File: src/rtl/cvs_pkg.sv
// Shared definitions for the CVS board glue: logic-output opcodes and select sizing.
package cvs_pkg;

  typedef enum logic [1:0] {
    OP_PASS = 2'd0,
    OP_AND  = 2'd1,
    OP_OR   = 2'd2,
    OP_NOT  = 2'd3
  } op_e;

  // Width of an operand index into n channels; a single channel still needs one bit.
  function automatic int sel_width(input int n);
    return (n <= 1) ? 1 : $clog2(n);
  endfunction

endpackage

File: src/rtl/cvs_tick_gen.sv
// Free-running divider: tick is high for one cycle out of every DIV.
module cvs_tick_gen #(
  parameter int DIV = 300000
) (
  input  logic clk,
  input  logic rst,
  output logic tick
);

  localparam int            CW   = (DIV > 1) ? $clog2(DIV) : 1;
  localparam logic [CW-1:0] LAST = CW'(DIV - 1);

  logic [CW-1:0] cnt_q;
  logic [CW-1:0] cnt_d;

  // Next count, wrapping after the terminal value.
  always_comb begin
    cnt_d = cnt_q;
    if (cnt_q == LAST) begin
      cnt_d = '0;
    end else begin
      cnt_d = cnt_q + CW'(1);
    end
  end

  // Count register.
  always_ff @(posedge clk) begin
    if (rst) begin
      cnt_q <= '0;
    end else begin
      cnt_q <= cnt_d;
    end
  end

  assign tick = (cnt_q == LAST);

endmodule

File: src/rtl/cvs_input_conditioner.sv
// Synchronise, debounce and edge-flag board inputs, then drive configurable
// PASS/AND/OR/NOT outputs from the debounced levels.
module cvs_input_conditioner
  import cvs_pkg::*;
#(
  parameter int N_IN           = 5,
  parameter int N_OUT          = 4,
  parameter int SYNC_STAGES    = 2,
  parameter int TICK_DIV       = 300000,
  parameter int DEBOUNCE_TICKS = 10
) (
  input  logic                             clk,
  input  logic                             rst,
  input  logic [N_IN-1:0]                  in,
  input  logic [2*N_OUT-1:0]               op,
  input  logic [N_OUT*sel_width(N_IN)-1:0] sel_a,
  input  logic [N_OUT*sel_width(N_IN)-1:0] sel_b,
  output logic [N_IN-1:0]                  stable,
  output logic [N_IN-1:0]                  rise,
  output logic [N_IN-1:0]                  fall,
  output logic [N_OUT-1:0]                 out
);

  localparam int SW   = sel_width(N_IN);
  localparam int PADW = 1 << SW;
  localparam int CNTW = $clog2(DEBOUNCE_TICKS + 1);
  localparam logic [CNTW-1:0] CNT_LAST = CNTW'(DEBOUNCE_TICKS - 1);

  logic            tick;
  logic [PADW-1:0] stable_pad;

  cvs_tick_gen #(.DIV(TICK_DIV)) u_tick (
    .clk  (clk),
    .rst  (rst),
    .tick (tick)
  );

  // Zero padding makes out-of-range select indices read as 0.
  assign stable_pad = PADW'(stable);

  for (genvar i = 0; i < N_IN; i++) begin : g_ch
    logic [SYNC_STAGES-1:0] sync_q;
    logic [CNTW-1:0]        cnt_q;
    logic [CNTW-1:0]        cnt_d;
    logic                   stable_q;
    logic                   stable_d;
    logic                   dly_q;
    logic                   rise_q;
    logic                   fall_q;

    // Debounce: any agreement with the stable level discards accumulated ticks.
    always_comb begin
      stable_d = stable_q;
      cnt_d    = cnt_q;
      if (sync_q[SYNC_STAGES-1] == stable_q) begin
        cnt_d = '0;
      end else if (!tick) begin
        cnt_d = cnt_q;
      end else if (cnt_q == CNT_LAST) begin
        stable_d = sync_q[SYNC_STAGES-1];
        cnt_d    = '0;
      end else begin
        cnt_d = cnt_q + CNTW'(1);
      end
    end

    // Synchroniser, debounce state and edge flags lagging stable by one cycle.
    always_ff @(posedge clk) begin
      if (rst) begin
        sync_q   <= '0;
        cnt_q    <= '0;
        stable_q <= 1'b0;
        dly_q    <= 1'b0;
        rise_q   <= 1'b0;
        fall_q   <= 1'b0;
      end else begin
        sync_q   <= {sync_q[SYNC_STAGES-2:0], in[i]};
        cnt_q    <= cnt_d;
        stable_q <= stable_d;
        dly_q    <= stable_q;
        rise_q   <= stable_q & ~dly_q;
        fall_q   <= ~stable_q & dly_q;
      end
    end

    assign stable[i] = stable_q;
    assign rise[i]   = rise_q;
    assign fall[i]   = fall_q;
  end

  for (genvar k = 0; k < N_OUT; k++) begin : g_out
    logic [SW-1:0] idx_a;
    logic [SW-1:0] idx_b;
    logic          opnd_a;
    logic          opnd_b;
    op_e           op_k;
    logic          out_q;
    logic          out_d;

    assign idx_a  = sel_a[k*SW +: SW];
    assign idx_b  = sel_b[k*SW +: SW];
    assign opnd_a = stable_pad[idx_a];
    assign opnd_b = stable_pad[idx_b];
    assign op_k   = op_e'(op[2*k +: 2]);

    // Selected logic function.
    always_comb begin
      out_d = 1'b0;
      case (op_k)
        OP_PASS: out_d = opnd_a;
        OP_AND:  out_d = opnd_a & opnd_b;
        OP_OR:   out_d = opnd_a | opnd_b;
        OP_NOT:  out_d = ~opnd_a;
        default: out_d = 1'b0;
      endcase
    end

    // Output register.
    always_ff @(posedge clk) begin
      if (rst) begin
        out_q <= 1'b0;
      end else begin
        out_q <= out_d;
      end
    end

    assign out[k] = out_q;
  end

endmodule

File: config.mk
export PLATFORM = sky130hd
export DESIGN_NAME = cvs_input_conditioner
export DESIGN_NICKNAME = d
export VERILOG_FILES = /design/src/rtl/cvs_pkg.sv /design/src/rtl/cvs_tick_gen.sv /design/src/rtl/cvs_input_conditioner.sv
export SDC_FILE = /design/constraint.sdc
export NUM_CORES = 1
export LEC_CHECK = 0
export BUFFER_PORTS_ARGS = -buffer_cell sky130_fd_sc_hd__buf_4
export CAP_MARGIN = 10
export CORE_ASPECT_RATIO = 0.75
export CORE_MARGIN = 1
export CORE_UTILIZATION = 50
export DETAILED_ROUTE_END_ITERATION = 8
export PLACE_DENSITY_LB_ADDON = 0.1
export REMOVE_ABC_BUFFERS = 1
export SLEW_MARGIN = 30
export SYNTH_ARGS = -nofsm -noshare
export SYNTH_HDL_FRONTEND = slang
export SYNTH_HIERARCHICAL = 1
export SYNTH_SLANG_ARGS = --single-unit
File: constraint.sdc
create_clock -name clk -period 5.95 [get_ports clk]
set_input_delay 0.8925 -clock clk [delete_from_list [all_inputs] [get_ports clk]]
set_output_delay 0.8925 -clock clk [all_outputs]
set_load 0.005 [all_outputs]
; ---- Yosys cells after proc, flatten, opt, wreduce, memory -nomap -nowiden
; Index checks and enable logic that the tools add are counted.
[totals]
in_bits = 39
regBits = 73
elab_cells = 149
output_inout_bits = 19
[op_classes]
n_bitwise = 37
eq_ne = 23
n_reduce_logical = 15
muxes = 25
order_cmp = 8
add_sub_neg = 6
[ops]
columns = cell, n
row1 = $lt A3 B4 Y1 const B, 8
row2 = $bmux W1 S3, 8
row3 = $add A4 B1 Y4 const B, 5
row4 = $eq A4 B4 Y1 const B, 5
row5 = $mux W4, 5
row6 = $add A19 B1 Y19 const B, 1
row7 = $eq A19 B19 Y1 const B, 1
row8 = $not A1 Y1, 19
row9 = $eq A2 B2 Y1 const B, 8
row10 = $pmux W1 S4, 4
row11 = $reduce_and A3 Y1, 5
row12 = $and A1 B1 Y1, 14
row13 = $reduce_or A2 Y1, 6
row14 = $eq A2 B1 Y1 const B, 4
row15 = $logic_not A2 Y1, 4
row16 = $mux W1, 8
row17 = $eq A1 B1 Y1, 5
row18 = $or A1 B1 Y1, 4

; ---- Logic depth before layout (Yosys ltp)
; Gate-level depths: netlist of the first run.
[depth]
depth_word = 4
mapped_depth = 8
ltp_nobuf = 8

; ---- By module
; Netlist of the first run, hierarchy kept.
[by_module_without_submodules]
columns = module, seq_area_each_um2, area_each_um2, n_inst, cells_per_inst
row1 = cvs_input_conditioner, 1081.0, 2557.5, 1, 264
row2 = cvs_tick_gen, 380.4, 874.6, 1, 101

; ---- Worst setup path before layout of the first run
; No wires, ideal clock.
[synth_path]
kind = reg-to-reg
startpoint = register u_tick.cnt_q[0]
endpoint = register g_ch[0].cnt_q[2]
synth_period_minus_slack_ps = 2227
stages_incl_launch_ff = 9
required_time_ps = 5834
n_path_buf = 1
arrival_time_ps = 2110
setup_ps = 116
setup_slack_ps = 3723
cell_sequence = dfxtp_1 ha_1 nand4_2 or3_4 nor2_1 buf_1 nand3_1 xor2_1 nor2_1
[synth_via]
elab_chain_cells = 1
[synth_lines]
columns = element, line
row1 = "start, declared", cvs_tick_gen.sv:13  ; logic [CW-1:0] cnt_q;
row2 = "start signal, assigned", cvs_tick_gen.sv:31  ; cnt_q <= cnt_d;
row3 = $eq A19 B19 Y1, cvs_tick_gen.sv:35  ; assign tick = (cnt_q == LAST);
row4 = net tick, cvs_input_conditioner.sv:29  ; logic tick;
row5 = "end signal, assigned", cvs_input_conditioner.sv:78  ; cnt_q <= cnt_d;
row6 = "end, declared", cvs_input_conditioner.sv:43  ; logic [CNTW-1:0] cnt_q;
; The timed path passes the listed nets, and every way through them passes these cells.
; A chain may end at the register's enable or synchronous reset.

; ---- Worst setup path in the final report of the first run
[layout_path]
startpoint = register u_tick.cnt_q[0]
endpoint = register g_ch[1].stable_q
[layout_via]
elab_chain_cells = 2
[layout_lines]
columns = element, line
row1 = $eq A19 B19 Y1, cvs_tick_gen.sv:35
row2 = net tick, cvs_input_conditioner.sv:29
row3 = $reduce_and A3 Y1 (no line), -
row4 = "end signal, assigned", cvs_input_conditioner.sv:79  ; stable_q <= stable_d;
row5 = "end, declared", cvs_input_conditioner.sv:45  ; logic stable_q;
; The timed path passes the listed nets, and every way through them passes these cells.

==> results.py, run 1 <==
metrics = {
    "run_status": {
        "outcome": "complete, but fails checks",
        "violations": "design-rule violations",
    },
    "floorplanning": {
        "die_y_um": 73.8,
        "die_area_um2": 7200,
        "die_w_um": 97.7,
        "coreArea_um2": 6470,
        "rows": 25,
        "num_io_pins": 58,
        "initial_core_util_pct": 53.0,
    },
    "synthesis": {
        "synth_edf_count": 0,
        "syn_avg_cell_area_um2": 9.40,
        "post_synth_main_area_contributors": "dfxtp_1 43%, nor2b_1 5.5%, buf_4 4.4%",
        "synth_top_area_share_pct": 42.6,
        "async_flop_share_pct": 0,
        "synthFlopType": "dfxtp_1",
        "mappedNetlistArea_um2": 3430,
        "ys_seq_area_share_pct": 42.6,
        "ys_ff_latch": 73,
        "ys_warn_count": 6,
        "yosysUniqueCellTypes": 39,
        "yosysTopAreaCell": "dfxtp_1",
        "synthCells": 365,
    },
    "global_route": {
        "grt_max_degree": 46,
        "antenna_found_initial": 0,
        "grt_pass1_wl_mm": 10.4,
        "grt_use_total_pct": 18.9,
        "grt-ovfl-total": 0,
        "grt_pass1_vias": 2275,
    },
    "cells_and_area": {
        "area_delta_synth_final_pct": 13.9,
        "design_area_um2": 3910,
        "n_fill_cell": 553,
        "num-nets-final": 443,
        "n_antenna_cell": 0,
        "final_util_pct": 60.3,
        "layout-drive-gt1-share_pct": 20.9,
    },
    "clocking": {
        "clk_pin_slew_ns": 0.07,
        "htree_levels": 3,
        "cts_tree": "built",
        "clk_latency_ns": 0.34,
        "numCtsBuffers": 9,
        "cts_hold_buffers": 0,
        "cts_buffer_depth": 2,
        "ctsResizeCount": 0,
        "post-cts-setup-buffers": 0,
        "root_buffer": "clkbuf_8",
        "clock-sinks": 73,
    },
    "timing": {
        "worst_pin_slew_ns": 0.669,
        "min_period_ns": 2.77,
        "max-slew-margin-rel_pct": 55.4,
        "setup_violations": 0,
        "setup_tns_ns": 0,
        "hold_violations": 0,
        "fin_skew_ns": 0.00481,
        "fmax_ghz": 0.361,
        "rsz0062_at_grt": "false",
        "slew_violations": 0,
        "fin_crit_sh_pct": 46.6,
    },
    "power_and_ir_drop": {
        "p_sw_share_pct": 22.0,
        "power_frac_clock_pct": 37.8,
        "p_seq_share_pct": 57.1,
        "pwr-share-comb_pct": 5.1,
        "vdd_drop_max_v": 0.000141,
        "switching_power_uw": 192,
        "p_int_uw": 680,
        "leakagePower_nw": 1.43,
        "p_total_uw": 872,
        "power_density_nw_per_um2": 223,
    },
    "worst_setup_path": {
        "reg2reg_from": "u_tick/cnt_q[0]$_SDFF_PP0_",
        "path_max_fanout": 15,
        "crit_slowest_cell": "nor2_2",
        "path_cells": "ha_1 -> nand4_2 -> or3_4 -> nor2_2 -> nand2_1 -> nor3b_1 -> mux2i_1 -> nor2_1",
        "critPathKind": "flip-flop to flip-flop",
        "reg2reg_slack_ns": 3.18,
        "reg2regPathDepth": 8,
        "crit_required_ns": 6.17,
        "cpPeakStageDelay_ns": 0.55,
        "worstSetupStartpointType": "flip-flop",
        "endpoint_kind": "flip-flop",
        "critPathBufInv": 0,
        "r2r-end": "g_ch[1].stable_q$_SDFFE_PP0P_",
        "crit_arrival_ns": 2.99,
        "cpLargestDelayFamily": "simple AND/OR/NAND/NOR gates",
    },
    "routing": {
        "wl_per_cell_um": 13.2,
        "drtIter0Drc": 124,
        "vias": 2515,
        "post-route-drc-count": 6,
        "firstDrtPassIters": 6,
        "wl_mm": 6.44,
        "vias_per_cell": 5.15,
        "antenna_left": 0,
    },
    "placement": {
        "gp_congestion": 0.835,
        "dp_hpwl_mm": 4.50,
        "io_buffers": 57,
        "placed_area_um2": 3740,
    },
    "worst_hold_path": {
        "hp-start": "g_ch[1].dly_q$_SDFF_PP0_",
        "whs_path_depth": 1,
        "hold_path.class": "flip-flop to flip-flop",
        "whs_endpoint": "g_ch[1].rise_q$_SDFF_PP0_",
    },
    "run": {
        "drv_cap": 0,
    },
}
how the worst max path moves through the flow:
stage / start / to / cells past startpoint
final: u_tick/cnt_q[0]$_SDFF_PP0_ / g_ch[1].stable_q$_SDFFE_PP0P_ / 8
after global routing: u_tick/cnt_q[0]$_SDFF_PP0_ / g_ch[3].stable_q$_SDFFE_PP0P_ / 8
after CTS: u_tick/cnt_q[0]$_SDFF_PP0_ / g_ch[1].stable_q$_SDFFE_PP0P_ / 8
after detailed placement: u_tick/cnt_q[0]$_SDFF_PP0_ / g_ch[1].stable_q$_SDFFE_PP0P_ / 8
after global placement: u_tick/cnt_q[0]$_SDFF_PP0_ / g_ch[3].stable_q$_SDFFE_PP0P_ / 8
after floorplan: u_tick/cnt_q[0]$_SDFF_PP0_ / g_ch[0].stable_q$_SDFFE_PP0P_ / 8
worst register-to-register path: stages, from the launching register on:
cell and delay (ns):
dfxtp_1 0.39, ha_1 0.24, nand4_2 0.19, or3_4 0.44
nor2_2 0.55, nand2_1 0.26, nor3b_1 0.31, mux2i_1 0.22
nor2_1 0.05
flip-flops by register name (all words and copies together), names as in the netlist:
name and flops:
g_ch.cnt_q 20, u_tick/cnt_q 19, g_ch.sync_q 10, g_ch.dly_q 5
g_ch.fall_q 5, g_ch.rise_q 5, g_ch.stable_q 5, g_out.out_q 4
through the flow:
| stage | setup WS (ns) | instances | hold slack (ns) |
|---|---|---|---|
| 2_1_floorplan | 3.29 | 335 | 0.383 |
| 3_3_place_gp | 2.92 | 473 | 0.387 |
| 3_5_place_dp | 3.22 | 473 | 0.398 |
| 4_1_cts | 3.17 | 488 | 0.405 |
| 5_1_grt | 2.95 | 488 | 0.431 |
| 6_report | 3.18 | 488 | 0.401 |
cell usage in the layout, fill, tap and decap left out, types with 15 or more instances in the layout:
cell type | netlist | routed
dfxtp_1 | 73 | 73
buf_4 | 20 | 57
nor2_1 | 39 | 38
nor2b_1 | 30 | 30
nor3b_1 | 19 | 19
a21oi_1 | 18 | 18
o21ai_0 | 17 | 17
xnor2_1 | 16 | 16
nand2_1 | 15 | 15
synth_stat cells, types with 2 or more instances:
cell type	number
dfxtp_1	73
nor2_1	39
nor2b_1	30
buf_4	20
nor3b_1	19
a21oi_1	18
o21ai_0	17
xnor2_1	16
nand2_1	15
nand3_1	12
xor2_1	12
mux2i_1	10
nor3_1	9
or3_1	9
mux2_2	8
nand3b_1	8
nand2b_1	5
nor4_1	5
buf_6	4
clkbuf_1	4
inv_1	4
o21a_1	4
mux4_1	2
mux4_2	2
nand4_1	2
nand4bb_1	2
o311ai_0	2
o311ai_1	2
or4bb_1	2
cell type report:
class	instances	area, um2	area share, %
clock buffers	12	145	3.71
clock inverters	3	17.5	0.448
repair buffers	57	428	11.0
well taps	81	101	2.59
inverters	4	15.0	0.384
multi-input cells	258	1740	44.5
flip-flops and latches	73	1460	37.4
cell families (layout without fill, tap and decap cells):
| family | Yosys count | after routing | share of synthesized area, % |
|---|---|---|---|
| simple gates | 163 | 163 | 27.2 |
| flops | 73 | 73 | 42.6 |
| compound gates | 44 | 44 | 7.55 |
| buf+inv | 34 | 76 | 6.82 |
| xor+xnor | 28 | 28 | 7.15 |
| mux | 22 | 22 | 8.39 |
| fa+ha+maj | 1 | 1 | 0.365 |
metal layers:
metal,global-route usage [%],share of wire [%]
met1,25.5,51
met2,28.3,44
met3,4.85,3.0
met4,9.26,1.5
met5,0,0
power by group through the flow:
stage / clock network (mW) / registers (mW) / logic [mW]
after floorplan: 0 / 0.509 / 0.0141
final: 0.329 / 0.498 / 0.0447
after CTS: 0.341 / 0.498 / 0.0453
after global routing: 0.360 / 0.498 / 0.0487
after detailed placement: 0 / 0.509 / 0.0451
after global placement: 0 / 0.509 / 0.0441
No activity file was read; power rests on OpenSTA's default activity.
==> run 2, diff against run 1 <==
Clock period 5.95 ns to 2.4 ns, I/O delays scaled along.
==> results.py, run 2 (synthesized netlist as in run 1, its figures left out) <==
metrics = {
    "power_and_ir_drop": {
        "p_total_mw": 2.52,
        "leakagePower_nw": 1.47,
        "power_density_nw_per_um2": 625,
        "vdd_drop_max_v": 0.000344,
    },
    "worst_setup_path": {
        "path_depth": 9,
        "endpoint_kind": "flip-flop",
        "crit_slowest_cell": "or3_4",
        "worstSetupStartpointType": "flip-flop",
        "critPathLaunch": "u_tick/cnt_q[1]$_SDFF_PP0_",
        "reg2regPathDepth": 9,
        "reg2reg_from": "u_tick/cnt_q[1]$_SDFF_PP0_",
        "cpLargestDelayFamily": "simple AND/OR/NAND/NOR gates",
        "cpPeakStageDelay_ns": 0.41,
        "critPathKind": "flip-flop to flip-flop",
        "reg2reg_slack_ns": 0.15,
        "path_max_fanout": 15,
        "crit_arrival_ns": 2.47,
        "crit_required_ns": 2.62,
        "worst_path_most_repeated_cell": "nor2_1",
        "path_cells": "ha_2 -> nand4_2 -> or3_4 -> nor2_1 -> buf_6 -> nand2_1 -> nor3b_1 -> mux2i_1 -> nor2_1",
        "critPathBufInv": 1,
        "r2r-end": "g_ch[0].stable_q$_SDFFE_PP0P_",
        "crit_path_end": "g_ch[0].stable_q$_SDFFE_PP0P_",
    },
    "cells_and_area": {
        "layout-drive-gt1-share_pct": 23.2,
        "final_common_cell": "dfxtp_1",
        "largest_register_ffs": 20,
        "area_delta_synth_final_pct": 17.5,
        "num-nets-final": 445,
        "design_area_um2": 4030,
        "mostFrequentLayoutCells": "72 x dfxtp_1, 58 x buf_4, 39 x nor2_1",
        "n_fill_cell": 556,
        "n_antenna_cell": 0,
        "reg.largest.list": "g_ch.cnt_q: 20 flops, u_tick/cnt_q: 19 flops, g_ch.sync_q: 10 flops",
        "regArea_um2": 1460,
        "regMostFlops": "g_ch.cnt_q",
        "multi_input_area_um2": 1760,
    },
    "floorplanning": {
        "num_io_pins": 58,
        "rows": 25,
        "initial_core_util_pct": 53.0,
        "die_y_um": 73.8,
        "die_w_um": 97.7,
        "die_area_um2": 7200,
        "coreArea_um2": 6470,
    },
    "run": {
        "drv_cap": 0,
    },
    "routing": {
        "vias": 2611,
        "vias_per_cell": 5.32,
        "antenna_left": 0,
        "post-route-drc-count": 6,
        "wl_mm": 6.95,
        "firstDrtPassIters": 6,
        "wl_per_cell_um": 14.2,
        "drtIter0Drc": 139,
    },
    "clocking": {
        "ctsResizeCount": 1,
        "cts_hold_buffers": 0,
        "cts_tree": "built",
        "clock-sinks": 73,
        "root_buffer": "clkbuf_8",
        "post-cts-setup-buffers": 0,
        "numCtsBuffers": 9,
        "htree_levels": 3,
        "clk_pin_slew_ns": 0.08,
        "clk_latency_ns": 0.34,
        "cts_buffer_depth": 2,
    },
    "global_route": {
        "grt_pass1_vias": 2453,
        "grt_use_total_pct": 19.7,
        "grt-ovfl-total": 0,
        "grt_max_degree": 46,
        "antenna_found_initial": 0,
        "grt_pass1_wl_mm": 11.1,
    },
    "timing": {
        "rsz0062_at_grt": "false",
        "min_period_ns": 2.25,
        "max-slew-margin-rel_pct": 63.4,
        "worst_pin_slew_ns": 0.549,
        "hold_violations": 0,
        "fin_skew_ns": 0.00692,
        "whs_ns": 0.221,
        "slew_violations": 0,
        "fmax_ghz": 0.444,
        "setup_violations": 0,
        "setup_tns_ns": 0,
        "fin_crit_sh_pct": 93.9,
    },
    "placement": {
        "gp_congestion": 0.811,
        "io_buffers": 57,
        "dp_hpwl_mm": 4.60,
        "placed_area_um2": 3760,
    },
    "worst_hold_path": {
        "hold_path.class": "input port to flip-flop",
    },
    "run_status": {
        "violations": "design-rule violations",
        "outcome": "complete, but fails checks",
    },
}
## run 2: changes by cell type in the layout (fill, tap and decap cells not counted), sizes merged
cell    before  now
bufinv       0    3
clkinv       2    1
clkbuf      12   11
buf         57   59
## run 2: area by class of cell
class	count	area share (%)
Multi-Input combinational cell	258	43.7
Sequential cell	73	36.3
Timing Repair Buffer	59	11.1
Clock buffer	11	3.51
Clock inverter	5	2.54
Tap cell	81	2.51
Inverter	4	0.372
## run 2: through the flow
stage | cells | util [%] | setup WS (ns)
6_report | 491 | 62.3 | 0.145
5_1_grt | 491 | 62.3 | 0.00366
4_1_cts | 491 | 61.9 | 0.0597
3_5_place_dp | 475 | 58.0 | 0.0808
3_3_place_gp | 475 | 58.0 | 0.173
2_1_floorplan | 335 | - | -0.257
## run 2: worst min path at each step
stage / startpoint / to / slack, ns / cells past startpoint
2_1_floorplan: g_ch[0].dly_q$_SDFF_PP0_ / g_ch[0].rise_q$_SDFF_PP0_ / 0.38 / 1
3_3_place_gp: g_ch[4].dly_q$_SDFF_PP0_ / g_ch[4].rise_q$_SDFF_PP0_ / 0.39 / 1
3_5_place_dp: g_ch[1].dly_q$_SDFF_PP0_ / g_ch[1].rise_q$_SDFF_PP0_ / 0.39 / 1
4_1_cts: in[0] / g_ch[0].sync_q[0]$_SDFF_PP0_ / 0.20 / 2
5_1_grt: in[2] / g_ch[2].sync_q[0]$_SDFF_PP0_ / 0.21 / 2
6_report: in[0] / g_ch[0].sync_q[0]$_SDFF_PP0_ / 0.22 / 2
## run 2: where the power goes
group          internal (mW)  switching (mW)  total [mW]
logic                 0.0665          0.0446       0.111
clock network          0.718           0.455        1.17
registers               1.23         0.00892        1.23
## run 2: per-layer routing
metal | vias up | routed length (um) | part of all wire [%] | global-route usage (%)
met5 | - | 0 | 0 | 0
met4 | 0 | 82 | 1.2 | 8.08
met3 | 7 | 230 | 3.3 | 4.85
met2 | 40 | 3300 | 47 | 32.5
met1 | 1237 | 3340 | 48 | 25.0
li1 | 1327 | - | - | -
==> run 3, diff against run 2 <==
Settings changed: MAX_ROUTING_LAYER set to met4.
==> results.py, run 3 (synthesized netlist as in run 1, its figures left out) <==
metrics = {
    "worst_hold_path": {
        "hold_path.class": "input port to flip-flop",
        "hp-start": "in[0]",
        "whs_path_depth": 2,
        "whs_endpoint": "g_ch[0].sync_q[0]$_SDFF_PP0_",
    },
    "placement": {
        "dp.cells": 475,
        "dp_slack_ns": 0.0808,
        "placed_area_um2": 3760,
        "gp_congestion": 0.823,
        "dp_hpwl_mm": 4.60,
        "io_buffers": 57,
    },
    "clocking": {
        "clk_latency_ns": 0.34,
        "cts_buffer_depth": 2,
        "post-cts-setup-buffers": 0,
        "cts_hold_buffers": 0,
        "cts_tree": "built",
        "clk_pin_slew_ns": 0.08,
        "root_buffer": "clkbuf_8",
        "clock-sinks": 73,
        "htree_levels": 3,
        "numCtsBuffers": 9,
        "ctsResizeCount": 1,
    },
    "cells_and_area": {
        "n_antenna_cell": 0,
        "multi_input_area_um2": 1760,
        "reg.largest.list": "g_ch.cnt_q: 20 flops, u_tick/cnt_q: 19 flops, g_ch.sync_q: 10 flops",
        "mostFrequentLayoutCells": "72 x dfxtp_1, 58 x buf_4, 39 x nor2_1",
        "largest_register_ffs": 20,
        "final_cells": 491,
        "regMostFlops": "g_ch.cnt_q",
        "area_delta_synth_final_pct": 17.5,
        "final_util_pct": 62.3,
        "n_fill_cell": 556,
        "num-nets-final": 445,
        "final_common_cell": "dfxtp_1",
        "regArea_um2": 1460,
        "layout-drive-gt1-share_pct": 23.2,
        "design_area_um2": 4030,
    },
    "power_and_ir_drop": {
        "p_total_mw": 2.52,
        "switching_power_uw": 509,
        "p_seq_share_pct": 49.0,
        "pwr-share-comb_pct": 4.4,
        "power_frac_clock_pct": 46.6,
        "p_sw_share_pct": 20.2,
        "leakagePower_nw": 1.47,
        "p_int_mw": 2.01,
        "power_density_nw_per_um2": 625,
        "vdd_drop_max_v": 0.000344,
    },
    "worst_setup_path": {
        "critPathKind": "flip-flop to flip-flop",
        "worstSetupStartpointType": "flip-flop",
        "path_max_fanout": 15,
        "r2r-end": "g_ch[0].stable_q$_SDFFE_PP0P_",
        "reg2reg_from": "u_tick/cnt_q[1]$_SDFF_PP0_",
        "crit_required_ns": 2.62,
        "reg2regPathDepth": 9,
        "critPathLaunch": "u_tick/cnt_q[1]$_SDFF_PP0_",
        "reg2reg_slack_ns": 0.15,
        "endpoint_kind": "flip-flop",
        "crit_arrival_ns": 2.47,
    },
    "timing": {
        "whs_ns": 0.221,
        "fin_skew_ns": 0.00636,
        "fmax_ghz": 0.444,
        "slew_violations": 0,
        "min_period_ns": 2.25,
        "worst_pin_slew_ns": 0.554,
        "rsz0062_at_grt": "false",
        "setup_tns_ns": 0,
        "max-slew-margin-rel_pct": 63.0,
        "fin_crit_sh_pct": 93.8,
        "setup_slack_ns": 0.150,
        "hold_violations": 0,
        "setup_violations": 0,
    },
    "run_status": {
        "outcome": "complete, but fails checks",
        "violations": "design-rule violations",
    },
    "routing": {
        "antenna_left": 0,
        "post-route-drc-count": 5,
        "wl_mm": 6.95,
        "vias_per_cell": 5.33,
        "drtIter0Drc": 137,
        "firstDrtPassIters": 6,
        "vias": 2617,
        "wl_per_cell_um": 14.2,
    },
    "global_route": {
        "grt_pass1_wl_mm": 11.1,
        "antenna_found_initial": 0,
        "grt_pass1_vias": 2457,
        "grt-ovfl-total": 0,
        "grt_use_total_pct": 20.3,
        "grt_max_degree": 46,
    },
    "floorplanning": {
        "die_w_um": 97.7,
        "die_y_um": 73.8,
        "initial_core_util_pct": 53.0,
        "rows": 25,
        "die_area_um2": 7200,
        "coreArea_um2": 6470,
        "num_io_pins": 58,
    },
    "run": {
        "drv_cap": 0,
    },
}
run 3: cell counts in the layout (fill, tap and decap cells not counted):
No cell type changed its count.
run 3: worst max-delay path, cell delays in order (launching register included):
cell     delay (ns)
dfxtp_1        0.38
ha_2           0.23
nand4_2        0.12
or3_4          0.41
nor2_1         0.15
buf_6          0.19
nand2_1        0.14
nor3b_1        0.25
mux2i_1        0.21
nor2_1         0.05
run 3: power groups by stage:
stage	clock network [mW]	logic, mW	registers (mW)
CTS	1.21	0.112	1.23
floorplan	0	0.0350	1.26
global placement	0	0.110	1.26
global route	1.25	0.121	1.24
finish	1.17	0.111	1.23
detailed placement	0	0.111	1.26
run 3: final cells by class:
| cell class | instances | share of cell area, % |
|---|---|---|
| inverters | 4 | 0.372 |
| well taps | 81 | 2.51 |
| clock buffers | 11 | 3.51 |
| flip-flops and latches | 73 | 36.3 |
| repair buffers | 59 | 11.1 |
| clock inverters | 5 | 2.54 |
| multi-input cells | 258 | 43.7 |
run 3: per-layer routing:
metal  GRT usage [%]  up-vias  routed length [um]
met5               -        -                   0
met4            8.08        0                  74
met2            32.5       48                3270
li1                -     1327                   -
met1            25.0     1234                3310
met3            4.85        8                 293
run 3: worst max path at each step:
stage | to | slack (ns) | cells after the start
3_5_place_dp | g_ch[2].stable_q$_SDFFE_PP0P_ | 0.08 | 9
3_3_place_gp | g_ch[2].stable_q$_SDFFE_PP0P_ | 0.17 | 9
4_1_cts | g_ch[1].stable_q$_SDFFE_PP0P_ | 0.06 | 9
5_1_grt | g_ch[2].stable_q$_SDFFE_PP0P_ | 0.004 | 9
6_report | g_ch[0].stable_q$_SDFFE_PP0P_ | 0.15 | 9
2_1_floorplan | g_ch[0].stable_q$_SDFFE_PP0P_ | -0.26 | 8
